$ cat src/rtl/fetch_unit.sv
// fetch_unit: single-cycle instruction fetch with stall, redirect and halt/resume handling
module fetch_unit #(
  parameter int                 ADDR_W     = 4,
  parameter int                 INSTR_W    = 16,
  parameter logic [INSTR_W-1:0] HALT_INSTR = 16'hFFFF
) (
  input  logic               clk,
  input  logic               rst_n,
  output logic [ADDR_W-1:0]  imem_addr,
  input  logic [INSTR_W-1:0] imem_data,
  input  logic               stall,
  input  logic               redirect,
  input  logic [ADDR_W-1:0]  redirect_addr,
  input  logic               resume,
  output logic [INSTR_W-1:0] ir,
  output logic [ADDR_W-1:0]  ir_pc,
  output logic               ir_valid,
  output logic               halted
);
  typedef enum logic [1:0] {IDLE, RUN, HALT} state_t;

  state_t             state, state_n;
  logic [ADDR_W-1:0]  pc, pc_n;
  logic [INSTR_W-1:0] ir_n;
  logic [ADDR_W-1:0]  ir_pc_n;
  logic               ir_valid_n;

  assign imem_addr = pc;
  assign halted    = state == HALT;

  // Next-state logic: redirect overrides everything, otherwise per-state fetch/hold/halt behaviour
  always_comb begin
    state_n    = state;
    pc_n       = pc;
    ir_n       = ir;
    ir_pc_n    = ir_pc;
    ir_valid_n = ir_valid;
    if (redirect) begin
      state_n    = RUN;
      pc_n       = redirect_addr;
      ir_valid_n = 1'b0;
    end else begin
      case (state)
        IDLE: begin
          state_n    = RUN;
          ir_valid_n = 1'b0;
        end
        RUN: begin
          if (!stall) begin
            ir_n       = imem_data;
            ir_pc_n    = pc;
            ir_valid_n = 1'b1;
            if (imem_data == HALT_INSTR) state_n = HALT;
            else pc_n = pc + 1'b1;
          end
        end
        HALT: begin
          ir_valid_n = 1'b0;
          if (resume) begin
            state_n = RUN;
            pc_n    = pc + 1'b1;
          end
        end
        default: begin
          state_n    = IDLE;
          ir_valid_n = 1'b0;
        end
      endcase
    end
  end

  // State and fetch registers; reset clears everything immediately
  always_ff @(posedge clk or negedge rst_n) begin
    if (!rst_n) begin
      state    <= IDLE;
      pc       <= '0;
      ir       <= '0;
      ir_pc    <= '0;
      ir_valid <= 1'b0;
    end else begin
      state    <= state_n;
      pc       <= pc_n;
      ir       <= ir_n;
      ir_pc    <= ir_pc_n;
      ir_valid <= ir_valid_n;
    end
  end
endmodule

$ cat config.mk
export PLATFORM = sky130hd
export DESIGN_NAME = fetch_unit
export DESIGN_NICKNAME = d
export VERILOG_FILES = /design/src/rtl/fetch_unit.sv
export SDC_FILE = /design/constraint.sdc
export NUM_CORES = 1
export LEC_CHECK = 0
export CAP_MARGIN = 20
export CORE_AREA = 2 2 71 73
export DETAILED_ROUTE_END_ITERATION = 16
export DIE_AREA = 0 0 73 75
export PLACE_DENSITY_LB_ADDON = 0.08
export SKIP_CTS_REPAIR_TIMING = 1
export SYNTH_ARGS = -nofsm -noshare
export SYNTH_HDL_FRONTEND = slang
export SYNTH_SLANG_ARGS = --single-unit
$ cat constraint.sdc
create_clock -name clk -period 2.16 [get_ports clk]
set_clock_uncertainty 0.15 [all_clocks]
set_input_delay 0.324 -clock clk [delete_from_list [all_inputs] [get_ports clk]]
set_output_delay 0.324 -clock clk [all_outputs]
set_load 0.05 [all_outputs]
==> metrics.cfg <==
[worst_setup_path]
cp_max_fo = 6
reg2reg_to = ir[10]
endpoint_kind = output port
critPathKind = reg2out
ff2ff_setup_slack_ns = 0.38
required_ns = 1.69
worstPathCellList = clkdlybuf4s50_1
rr_worst_depth = 4
cp_top_family = buffers and inverters
start_kind = flop
cpPeakStageDelay_ns = 0.84
timing.rr.start = state[1]
crit_cells = 1
slowest_stage = clkdlybuf4s50_1
cp_num_buf_inv = 1
startpoint = imem_addr[2]
arrival_ns = 1.57

[finish]
fillCellCount = 459
drive_gt1_share_pct = 23.1
utilization_pct = 39.7
antenna_cells = 0
multi_input_area_sq_um = 507
regArea_sq_um = 676
final_cell_area_sq_mm = 0.00185
syn_to_final_growth_pct = 52.2
final_nets = 174

[pwr]
powerDensity_mw_per_mm2 = 839
power.switching_uw = 591
p_leak_uw = 0.000746
p_seq_share_pct = 40.7
peakVddDrop_mv = 0.260
combPwrFrac_pct = 40.5
swShare_pct = 38.0
p_int_uw = 962
clockPowerShare_pct = 18.9

[yosys]
syn_area_per_cell_sq_um = 13.4
synth_nets = 117
ys_ff_latch = 27
synth-edff-count = 0
ys_seq_area_share_pct = 55.6
netlist_area_sq_mm = 0.00122
synthCells = 91
yosysWarnings = 0
synthArstFlopShare_pct = 100
ys.flop_type = dfrtp_1
synth_cell_types = 28

[clock_network]
cts.reportedPaths.clkPinSlew_ns = 0.10
cts_tree = done
clockRootBuffer = clkbuf_8
cts.path.max_buffers = 2
cts_buffers = 3
cts_max_level = 1
clock_sinks = 27
insertion_delay_ns = 0.27

[sta]
tightest_slew_ns = 0.522
rsz0062_at_grt = no
timing.final.crit_share_pct = 94.5
slew_headroom_pct = 65.1
drv_slew = 0
hold_viol_final = 0
fin_tns_setup_ns = 0
timing.final.crit_period_ns = 2.04
max_freq_ghz = 0.490
setup_viol = 0

[drt]
via_per_inst = 4.54
vias = 913
wl_per_cell_um = 13.8
drt-total-wl_um = 2780
first_iter_violations = 21
drt.antenna.violating_nets = 0
drcViolationCount = 0
first_pass_iters = 4

[placement]
place_congestion = 0.792
dpl-instance-area_sq_mm = 0.00181
io_buffers = 50
hpwl_um = 2080

[die]
coreArea_sq_mm = 0.00466
die_y_um = 75
die_w_um = 73
initial_core_util_pct = 26.1
io_pins = 51
rows = 25
dieArea_sq_mm = 0.00548

[flow_run]
max-cap-violations = 0

[outcome]
status = complete, no violations

[global_routing]
grt_pass1_vias = 943
grt_start_max_net_pins = 28
grt_use_total_pct = 10.8
grt_pass1_wl_um = 4500
antenna_found_initial = 0
grt_overflow_total = 0

[min_path]
hp-class = in2async

[cell families (layout without fill, tap and decap cells)]
kind of cell | after synthesis | in the layout | share of synthesized area (%)
muxes | 21 | 21 | 19.3
DFF | 27 | 27 | 55.6
adders and majority gates | 1 | 1 | 1.03
and+or+nand+nor | 22 | 22 | 12.6
buffers and inverters | 5 | 61 | 2.78
AOI/OAI and AO/OA | 15 | 15 | 8.75
[worst reg2reg max path: cells and delay by family (launching register included)]
kind	cells	cell delay [ns]
simple gates	2	0.58
mux	1	0.34
buf+inv	1	0.16
flops	1	0.44
[sequential cells by signal (all words and copies together) (netlist names)]
signal     cells
imem_addr      4
ir            16
ir_pc          4
ir_valid       1
state          2
[synthesized netlist by cell type, types with 2 or more instances]
cell type,count,area share (%)
dfrtp_1,27,56
mux2_2,20,19
a21oi_1,6,2.5
nor2_1,6,1.9
nand4_1,4,2.1
buf_6,2,1.9
inv_1,2,0.62
nand2b_1,2,1.0
nor2b_1,2,1.0
o21ai_0,2,0.82
[metal layers]
metal	routed length, um	up-vias	GRT usage [%]	part of all wire [%]
met5	0	-	0	0
met4	23	0	3.70	0.83
met3	189	2	3.08	6.8
met2	1320	31	17.8	48
met1	1240	440	13.7	45
li1	-	440	-	-
[cell usage in the layout (no fill, tap or decap), types with 2 or more instances in the layout]
cell              n
a21oi_1           6
buf_4             5
clkbuf_8          3
clkdlybuf4s50_1  49
dfrtp_1          27
inv_1             2
mux2_2           20
nand2b_1          2
nand4_1           4
nor2_1            6
nor2b_1           2
o21ai_0           2
[metrics by stage]
stage / total power, uW / worst slack [ns] / instances / hold WS (ns)
global route: 1630 / 0.0439 / 201 / 0.299
finish: 1550 / 0.119 / 201 / 0.267
detailed placement: 1280 / 0.0580 / 197 / 0.344
global placement: 1270 / 0.0878 / 197 / 0.341
floorplan: 1020 / 0.360 / 91 / -0.122
CTS: 1580 / 0.0953 / 201 / 0.287
[worst max path at each step]
stage | endpoint | slack (ns)
2_1_floorplan | imem_addr[2] | 0.36
4_1_cts | imem_addr[0] | 0.1
6_report | imem_addr[2] | 0.12
5_1_grt | imem_addr[0] | 0.04
3_3_place_gp | ir[2] | 0.09
3_5_place_dp | imem_addr[2] | 0.06
[cell type report]
cell class                 count  area share, %
clock buffer                   4           2.43
sequential                    27           36.5
tap                           54           3.65
timing repair buffer          55           29.6
inverter                       2          0.406
multi-input combinational     59           27.4
[power by group through the flow]
stage	clock network [uW]	logic [uW]	registers (uW)
3_3_place_gp	0	633	642
3_5_place_dp	0	634	644
6_report	293	628	631
2_1_floorplan	0	115	910
5_1_grt	324	662	645
4_1_cts	308	636	634
Power figures use the tool's default switching activity.
